--- config.mk ---
export PLATFORM = sky130hd
export DESIGN_NAME = instr_fetch_ctrl
export DESIGN_NICKNAME = d
export VERILOG_FILES = /design/src/rtl/fetch_pkg.sv /design/src/rtl/fetch_queue2.sv /design/src/rtl/instr_fetch_ctrl.sv
export SDC_FILE = /design/constraint.sdc
export NUM_CORES = 1
export LEC_CHECK = 0
export ABC_AREA = 1
export CORE_MARGIN = 4
export CORE_UTILIZATION = 55
export CTS_CLUSTER_SIZE = 16
export DETAILED_ROUTE_END_ITERATION = 8
export PLACE_DENSITY = 0.84
export SYNTH_ARGS = -nofsm -noshare
export SYNTH_HDL_FRONTEND = slang
export SYNTH_HIERARCHICAL = 1
export SYNTH_SLANG_ARGS = --single-unit
export TNS_END_PERCENT = 100
--- constraint.sdc ---
create_clock -name clka -period 6.35 [get_ports clka]
set_clock_uncertainty 0.2 [all_clocks]
set_input_delay 1.27 -clock clka [delete_from_list [all_inputs] [get_ports clka]]
set_output_delay 1.27 -clock clka [all_outputs]
set_load 0.01 [all_outputs]
--- src/rtl/fetch_pkg.sv ---
`default_nettype none
// ============================================================================
//  Module      : fetch_pkg
//  Description : Shared widths, PC step and queue entry type for the
//                instruction fetch controller.
//  Revision    : 1.0 - initial release
// ============================================================================
package fetch_pkg;

  localparam int XLEN    = 32;
  localparam int INSTR_W = 32;

  localparam logic [XLEN-1:0] PC_STEP = 32'd4;

  // One fetched instruction together with the byte PC it came from.
  typedef struct packed {
    logic [INSTR_W-1:0] instr;
    logic [XLEN-1:0]    pc;
  } fetch_entry_t;

endpackage : fetch_pkg
`default_nettype wire

--- src/rtl/fetch_queue2.sv ---
`default_nettype none
// ============================================================================
//  Module      : fetch_queue2
//  Description : 2-entry in-order FIFO of fetch entries with push, pop and
//                flush. Push and pop may occur in the same cycle.
//  Revision    : 1.0 - initial release
// ============================================================================
module fetch_queue2
  import fetch_pkg::*;
(
  input  logic         clk,
  input  logic         rst,
  input  logic         i_push,
  input  fetch_entry_t i_din,
  input  logic         i_pop,
  input  logic         i_flush,
  output logic [1:0]   o_count,
  output fetch_entry_t o_head
);

  fetch_entry_t r_mem [2];
  logic         r_rd;
  logic         r_wr;
  logic [1:0]   r_count;

  logic         w_pop;
  logic         w_push;

  // A pop on an empty queue or a push into a full one (without a matching
  // pop) is ignored so the pointers can never run away.
  assign w_pop  = i_pop & (r_count != 2'd0);
  assign w_push = i_push & ((r_count != 2'd2) | w_pop);

  // Storage and pointer update; flush drops the contents but keeps the data
  // registers, only the reset clears them so the head reads zero.
  always_ff @(posedge clk) begin
    if (rst) begin
      r_mem[0] <= '0;
      r_mem[1] <= '0;
      r_rd     <= 1'b0;
      r_wr     <= 1'b0;
      r_count  <= 2'd0;
    end else if (i_flush) begin
      r_rd     <= 1'b0;
      r_wr     <= 1'b0;
      r_count  <= 2'd0;
    end else begin
      if (w_push) begin
        r_mem[r_wr] <= i_din;
        r_wr        <= ~r_wr;
      end
      if (w_pop) begin
        r_rd <= ~r_rd;
      end
      r_count <= r_count + {1'b0, w_push} - {1'b0, w_pop};
    end
  end

  assign o_count = r_count;
  assign o_head  = r_mem[r_rd];

endmodule : fetch_queue2
`default_nettype wire

--- src/rtl/instr_fetch_ctrl.sv ---
`default_nettype none
// ============================================================================
//  Module      : instr_fetch_ctrl
//  Description : Instruction fetch sequencer. Owns the fetch PC, issues one
//                read per cycle to a 1-cycle registered instruction memory,
//                buffers returned words in a 2-entry queue and presents them
//                to decode over valid/ready. Handles redirects, fetch-enable
//                gating and out-of-range fetch faults.
//  Revision    : 1.0 - initial release
// ============================================================================
module instr_fetch_ctrl
  import fetch_pkg::*;
#(
  parameter logic [XLEN-1:0] RESET_PC   = 32'h0000_0000,
  parameter int              IMEM_DEPTH = 1024
) (
  input  logic               clka,
  input  logic               rsta,
  input  logic               fetch_en,
  input  logic               redirect_valid,
  input  logic [XLEN-1:0]    redirect_pc,
  output logic [XLEN-1:0]    imem_addr,
  input  logic [INSTR_W-1:0] imem_dout,
  output logic               instr_valid,
  input  logic               instr_ready,
  output logic [INSTR_W-1:0] instr_data,
  output logic [XLEN-1:0]    instr_pc,
  output logic               fetch_fault
);

  localparam logic [XLEN-1:0] c_depth = XLEN'(IMEM_DEPTH);

  logic [XLEN-1:0] r_fetch_pc;
  logic            r_inflight;
  logic [XLEN-1:0] r_inflight_pc;
  logic            r_fetch_fault;

  logic            w_fault;
  logic            w_pop;
  logic            w_push;
  logic            w_issue;
  logic [2:0]      w_occ;
  logic [1:0]      w_count;
  fetch_entry_t    w_head;
  fetch_entry_t    w_din;

  // Word index past the end of memory is a fault.
  assign w_fault = ({2'b00, r_fetch_pc[XLEN-1:2]} >= c_depth);

  assign instr_valid = (w_count != 2'd0);
  assign w_pop       = instr_valid & instr_ready;

  // Credit check: queued words plus the read in flight, less whatever leaves
  // this cycle, must leave room for the new read when it returns.
  assign w_occ   = {1'b0, w_count} + {2'b00, r_inflight} - {2'b00, w_pop};
  assign w_issue = fetch_en & ~redirect_valid & ~w_fault & (w_occ < 3'd2);

  // Returned data is captured unless a redirect kills it this cycle.
  assign w_push      = r_inflight & ~redirect_valid;
  assign w_din.instr = imem_dout;
  assign w_din.pc    = r_inflight_pc;

  // Fetch PC, in-flight tracking and the sticky fault flag.
  always_ff @(posedge clka) begin
    if (rsta) begin
      r_fetch_pc    <= RESET_PC;
      r_inflight    <= 1'b0;
      r_inflight_pc <= '0;
      r_fetch_fault <= 1'b0;
    end else begin
      r_inflight <= w_issue;
      if (redirect_valid) begin
        r_fetch_pc    <= redirect_pc & ~32'h0000_0003;
        r_fetch_fault <= 1'b0;
      end else begin
        if (w_issue) begin
          r_inflight_pc <= r_fetch_pc;
          r_fetch_pc    <= r_fetch_pc + PC_STEP;
        end
        if (w_fault) begin
          r_fetch_fault <= 1'b1;
        end
      end
    end
  end

  fetch_queue2 u_queue (
    .clk     (clka),
    .rst     (rsta),
    .i_push  (w_push),
    .i_din   (w_din),
    .i_pop   (w_pop),
    .i_flush (redirect_valid),
    .o_count (w_count),
    .o_head  (w_head)
  );

  assign imem_addr   = {2'b00, r_fetch_pc[XLEN-1:2]};
  assign instr_data  = w_head.instr;
  assign instr_pc    = w_head.pc;
  assign fetch_fault = r_fetch_fault;

endmodule : instr_fetch_ctrl
`default_nettype wire

==> results of run 1 <==
==> kinds of logic (layout without fill, tap and decap cells) <==
family	count (synthesis)	in the layout	share of synthesized area, %
AND/OR/NAND/NOR	325	325	16.7
flip-flops	195	195	61.4
buffers and inverters	157	313	8.44
multiplexers	64	64	8.53
AO/OA/AOI/OAI	59	59	3.60
adder cells (fa/ha/maj)	6	6	0.977
XOR/XNOR	3	3	0.311
other	1	4	0.0444
==> power by group through the flow <==
stage / clock network, W / logic, W / registers, W
after floorplan: 0 / 0.0000851 / 0.00143
after global placement: 0 / 0.000197 / 0.00143
after detailed placement: 0 / 0.000199 / 0.00143
after CTS: 0.00108 / 0.000201 / 0.00140
after global routing: 0.00113 / 0.000217 / 0.00141
final: 0.00106 / 0.000199 / 0.00140
==> sequential cells by signal, indices dropped and copies added, names as in the netlist, named ones only <==
signal	cells
u_queue/r_mem	128
r_fetch_pc	30
r_inflight_pc	30
u_queue/o_count	2
fetch_fault	1
r_inflight	1
u_queue/r_rd	1
u_queue/r_wr	1
==> critical path, stage by stage <==
cell and delay (ps):
clkdlybuf4s50_1 460, o21a_1 170, ha_1 240, or2_2 300
fa_1 380, or2_1 240, a21oi_2 450, nand4_1 430
buf_4 440, nand2_4 190, nand2_1 80, a21oi_1 130
==> metrics by stage <==
stage	worst slack, ps	std cells	total power [W]	hold WS [ps]	cell area [um^2]
floorplan	2130	813	0.00152	217	8460
global placement	1360	1125	0.00163	226	10100
detailed placement	1260	1125	0.00163	229	10100
CTS	1710	1157	0.00268	240	10700
global route	1480	1157	0.00275	273	10700
finish	1720	1157	0.00267	240	10700
==> layout by cell type, fill, tap and decap left out, drive strengths merged <==
master,instances
nor2,166
clkdlybuf4s50,162
edfxtp,128
inv,112
nand2,90
dfxtp,67
mux2,64
nand3,60
a21oi,43
clkbuf,22
o21ai,14
buf,9
ha,5
clkinv,5
conb,4
nand4,3
or2,3
xor2,2
clkinvlp,2
o21a,1
nor3,1
and3,1
nand3b,1
xnor2,1
a211oi,1
fa,1
bufinv,1
==> routing by layer <==
layer,wire (um),up-vias
li1,-,2912
met2,8660,193
met1,7570,2794
met4,350,0
met5,0,-
met3,1130,29
==> worst paths after layout <==
kind / end / startpoint / slack (ps) / cells past startpoint
hold reg to reg: r_inflight_pc[19] / r_inflight_pc[19] / 240 / 2
setup reg to reg: r_fetch_pc[4] / u_queue/o_count[1] / 2460 / 11
hold / removal: r_inflight_pc[19] / r_inflight_pc[19] / 240 / 2
setup / recovery: r_fetch_pc[4] / instr_ready / 1720 / 12
==> area by class of cell <==
cell class | instances | area, um^2 | share of cell area [%]
Multi-Input combinational cell | 461 | 2580 | 24.1
Sequential cell | 195 | 5190 | 48.4
Tap cell | 188 | 235 | 2.20
Timing Repair Buffer | 171 | 1690 | 15.8
Clock buffer | 22 | 507 | 4.73
Clock inverter | 10 | 92.6 | 0.865
Inverter | 110 | 413 | 3.86
==> Implementation_results.wiki, run 1 <==
{| class="wikitable"
! Metric !! Value
|-
| Mean post-synth cell area || 10.4 um^2
|-
| # setup viols final || 0
|-
| Residual DRC || 0
|-
| Htree depth || 4
|-
| Net switching fraction of the power || 21.3%
|-
| Worst rel slew slack || 31.8%
|-
| Switching power || 0.000568 W
|-
| Most frequent cell after synthesis || nor2_1
|-
| Met2 layer usage reported by global route || 34.7%
|-
| Synth top area share || 45.5%
|-
| Number of standard cells after synthesis || 810
|-
| Placeable core area || 15,100 um^2
|-
| Total inserted antenna cells || 0
|-
| Ys Warns || 6
|-
| Aggregate global-route resource usage || around a fifth
|-
| Category of the critical setup timing path || in -> reg
|-
| Number of pins with negative max-slew slack in the final report || 0
|-
| Share of flip-flops with an asynchronous set or reset after synthesis || 0%
|-
| Clk Tree Root Cell || clkbuf_16
|-
| Post-CTS repair timing setup buffer count || 0
|-
| Capturing element type of the critical path || flop
|-
| Met1 GRT Util || between 20 and 30%
|-
| Launching element type of the critical path || input pin
|-
| Final Core Density || 70.7%
|-
| Final count of hold timing violations || 0
|-
| Cells resized by post-CTS repair || 0
|-
| Area of the mapped netlist || 8450 um^2
|-
| Tightest Hold Check Type || reg -> reg
|-
| Final Cycle Share || 73.0%
|-
| Worst EP arrival || about 4800 ps
|-
| Maximum fanout along the worst path || 51
|-
| RSZ-0062 raised after global routing || false
|-
| Measured slew at the worst slew-check pin || 1020 ps
|-
| Drt pass-1 iters || 4
|-
| Total of flip-flops plus latches after synthesis || 195
|-
| TritonCTS clock tree || built
|-
| Cell type contributing the most total cell area after synthesis || edfxtp_1
|-
| Number of enable-type register cells in the synthesized netlist || 128
|-
| Final period demand of the worst path || roughly 4600 ps
|-
| Detailed-route wire length per cell || 15.3 um
|-
| Clk pwr share || 39.9%
|-
| Clock buffer count from CTS || 17
|-
| Clock sink count || roughly 200
|-
| Fmax || 216 MHz
|-
| Die span in y || 132 um
|-
| Result of the run || finished, final reports clean
|-
| Routed via count divided by cell count || 5.12
|-
| Sequential element share of the synthesized area || 61.4%
|-
| Filler Cell Count || 1,078
|-
| Final GP Congestion || roughly 0.86
|-
| Share of cells above drive strength 1 || 15.2%
|-
| DRC violation total after the first TritonRoute iteration || ~370
|-
| Total of buffers placed on input and output ports || 162
|-
| Total of hold buffers inserted after clock tree synthesis || 0
|-
| Leakage power || 4.20 nW
|-
| Clk Latency, worst-skew pair || 420 ps
|-
| Power density over cell area || around 250 nW/um^2
|-
| DIE AREA || 17,400 um^2
|-
| Largest net degree at the start of global routing || 66
|-
| Pint || roughly 0.0021 W
|-
| Number of nets still failing antenna checks after routing || 0
|-
| Met3 Resource Use GR || around 5.2%
|-
| Overall die width || 132 um
|-
| Congestion Overflow GR || 0
|-
| Aggregate negative setup slack || 0 ps
|-
| Max-cap violations || 0
|-
| Vias in the first global route || 5,888
|-
| DP Wirelength || 11,100 um
|-
| Leading post-synthesis cells by instance count || 134 x nor2_1, 128 x edfxtp_1, 108 x inv_1
|-
| Initial core utilization || 55.8%
|-
| Initial antenna violation count || 0
|-
| Ys flop type || edfxtp_1
|-
| Combinational share of power || 7.5%
|-
| Most utilized layer in the global route result || met2
|-
| Peak supply drop || 0.000190 V
|-
| Yosys cell types || 33
|-
| Clock buffer depth || 2
|-
| Clock-pin slew reported for the worst setup and hold paths after clock tree synthesis || around 70 ps
|-
| Critical path required time || roughly 6500 ps
|-
| Area growth from synthesis to layout || 26.7%
|-
| Part of the total power dissipated in sequential elements || 52.7%
|-
| Row count || 45
|-
| Number of primary I/O pins || 167
|-
| Via Count || 5,928
|-
| Ranking of synthesized cells by area || edfxtp_1 45%, dfxtp_1 16%, mux2_2 8.5%
|-
| Total Wirelength || 17,700 um
|-
| Number of nets in the final layout || just over 1,000
|-
| Wire length of the first global-routing pass || around 29,000 um
|}
No activity file was read; power rests on OpenSTA's default activity.
==> run 2: changes to the inputs <==
--- a/config.mk
+++ b/config.mk
@@ -7,10 +7,10 @@
 export LEC_CHECK = 0
 export ABC_AREA = 1
 export CORE_MARGIN = 4
-export CORE_UTILIZATION = 55
+export CORE_UTILIZATION = 47
 export CTS_CLUSTER_SIZE = 16
 export DETAILED_ROUTE_END_ITERATION = 8
-export PLACE_DENSITY = 0.84
+export PLACE_DENSITY = 0.77
 export SYNTH_ARGS = -nofsm -noshare
 export SYNTH_HDL_FRONTEND = slang
 export SYNTH_HIERARCHICAL = 1
==> constraint.sdc (replaced) <==
create_clock -name clka -period 4.17 [get_ports clka]
set_clock_uncertainty 0.2 [all_clocks]
set_input_delay 0.834 -clock clka [delete_from_list [all_inputs] [get_ports clka]]
set_output_delay 0.834 -clock clka [all_outputs]
set_load 0.01 [all_outputs]
==> run 2 against run 1 <==
Against the previous run:
- wire length down 1.8%
- count of clock-buffer cells in the layout down 3
- critical path depth down 1
- worst hold slack better by 2.0 ps
- final cell count up 3.4%
- core utilization down 8.6 points
- power up 55%
- critical endpoint is now r_inflight_pc[9]
- via count down 1.6%
- sequential cell count unchanged
- worst setup slack worse by 940 ps
==> Implementation_results.wiki, run 2 (same netlist as run 1, synthesis figures left out) <==
{| class="wikitable"
! Metric !! Value
|-
| # setup viols final || 0
|-
| Worst hold path cell count || 2
|-
| Aggregate negative setup slack || 0 ps
|-
| Number of nets still failing antenna checks after routing || 0
|-
| Number of primary I/O pins || 167
|-
| Cell area after placement || roughly 10,000 um^2
|-
| Worst EP arrival || roughly 3500 ps
|-
| Final Cycle Share || between 80 and 90%
|-
| Final period demand of the worst path || 3390 ps
|-
| Leading cell type in the layout, fill and taps excluded || clkdlybuf4s50_1
|-
| Total of buffers placed on input and output ports || 162
|-
| DIE AREA || 20,200 um^2
|-
| Category of the critical setup timing path || in -> reg
|-
| Vias in the first global route || a little under 6,000
|-
| Result of the run || finished, final reports clean
|-
| Final GP Congestion || 0.828
|-
| Detailed-route wire length per cell || between 10 and 15 um
|-
| Worst rel slew slack || 40.4%
|-
| Largest net degree at the start of global routing || 66
|-
| DP Wirelength || 11,000 um
|-
| Sum of internal, switching and leakage power || 0.00413 W
|-
| Total of hold buffers inserted after clock tree synthesis || 0
|-
| Filler Cell Count || 1,453
|-
| Initial core utilization || 48.3%
|-
| TritonCTS clock tree || built
|-
| Multi-input combinational cell area || 2600 um^2
|-
| Number of nets in the final layout || about 1,000
|-
| Final count of hold timing violations || 0
|-
| RSZ-0062 raised after global routing || false
|-
| Clk Latency, worst-skew pair || 420 ps
|-
| Routed via count divided by cell count || 4.88
|-
| Area growth from synthesis to layout || 28.5%
|-
| Residual DRC || 0
|-
| Clock-pin slew reported for the worst setup and hold paths after clock tree synthesis || 70 ps
|-
| DRC violation total after the first TritonRoute iteration || between 300 and 400
|-
| Post-CTS repair timing setup buffer count || 0
|-
| Total Wirelength || 17,400 um
|-
| Share of cells above drive strength 1 || 15.7%
|-
| Critical path required time || 4290 ps
|-
| Tightest Hold Check Type || reg -> reg
|-
| Final non-filler cell area || around 11,000 um^2
|-
| Overall die width || 142 um
|-
| Cells resized by post-CTS repair || 0
|-
| Final Core Density || 62.1%
|-
| Aggregate global-route resource usage || 17.6%
|-
| Total inserted antenna cells || 0
|-
| Commonest cells after routing, fill and taps aside || 162 x clkdlybuf4s50_1, 134 x nor2_1, 128 x edfxtp_1, 108 x inv_1, 86 x nand2_1
|-
| Largest registers || u_queue/r_mem x128, r_fetch_pc x30, r_inflight_pc x30
|-
| Launching element type of the critical path || input pin
|-
| Peak supply drop || 0.000308 V
|-
| Initial antenna violation count || 0
|-
| Congestion Overflow GR || 0
|-
| Worst r2r path cells || 10
|-
| Power density over cell area || 380 nW/um^2
|-
| Clk Tree Root Cell || clkbuf_16
|-
| Biggest register || u_queue/r_mem
|-
| Measured slew at the worst slew-check pin || 893 ps
|-
| Leakage power || 4.24 nW
|-
| Area occupied by registers || ~5200 um^2
|-
| Via Count || 5,832
|-
| Clock buffer depth || 2
|-
| Clock sink count || about 200
|-
| Row count || 48
|-
| Drt pass-1 iters || 4
|-
| Htree depth || 4
|-
| Max-cap violations || 0
|-
| Placeable core area || 17,500 um^2
|-
| Number of flip-flops under the largest register name || 128
|-
| Die span in y || 142 um
|-
| Wire length of the first global-routing pass || roughly 28,000 um
|-
| Fmax || 295 MHz
|-
| Maximum fanout along the worst path || a little over 50
|-
| Clock buffer count from CTS || 17
|-
| Number of pins with negative max-slew slack in the final report || 0
|-
| Capturing element type of the critical path || flop
|}
## run 2: cell count changes in the layout (fill, tap and decap cells not counted), sizes merged
| cell | change |
|---|---|
| inv | +5 |
| clkinv | -3 |
| clkbuf | -3 |
| buf | +2 |
| bufinv | +1 |
## run 2: critical path: stages
cell             delay (ps)
clkdlybuf4s50_1         460
o21a_1                  170
ha_1                    240
or2_2                   300
fa_1                    380
or2_1                   230
a21oi_2                 130
nand4_1                 190
buf_12                  260
o21ai_0                 220
nor2_1                   70
## run 2: through the flow
step / std cells / setup slack, ps / hold WS [ps]
final: 1196 / 780 / 242
after global routing: 1196 / 616 / 274
after CTS: 1196 / 794 / 247
after detailed placement: 1164 / 338 / 234
after global placement: 1164 / 393 / 226
after floorplan: 813 / 391 / 217
## run 2: layer usage
layer	wire length (um)	GRT usage [%]
met5	0	0
met4	405	6.87
met3	967	4.10
met2	8720	30.6
met1	7300	21.1
## run 2: path summary, 6_finish.rpt
path         slack (ps)                from           endpoint
max                 780         instr_ready   r_inflight_pc[9]
min                 240   r_inflight_pc[19]  r_inflight_pc[19]
max reg2reg        1100  u_queue/o_count[1]   r_inflight_pc[9]
min reg2reg         240   r_inflight_pc[19]  r_inflight_pc[19]
## run 2: cell type report
type                       instances  area share (%)
timing repair buffer             173            16.2
clock buffer                      19            4.28
multi-input combinational        461            24.0
clock inverter                    13            1.45
sequential                       195            47.8
tap                              225            2.59
inverter                         110            3.80
## run 2: report_power, final
group / switching, W / internal [W] / leakage (nW) / total [W]
Sequential: 0.0000286 / 0.00211 / 1.88 / 0.00214
Clock: 0.000731 / 0.000956 / 0.302 / 0.00169
Combinational: 0.000143 / 0.000162 / 2.06 / 0.000306
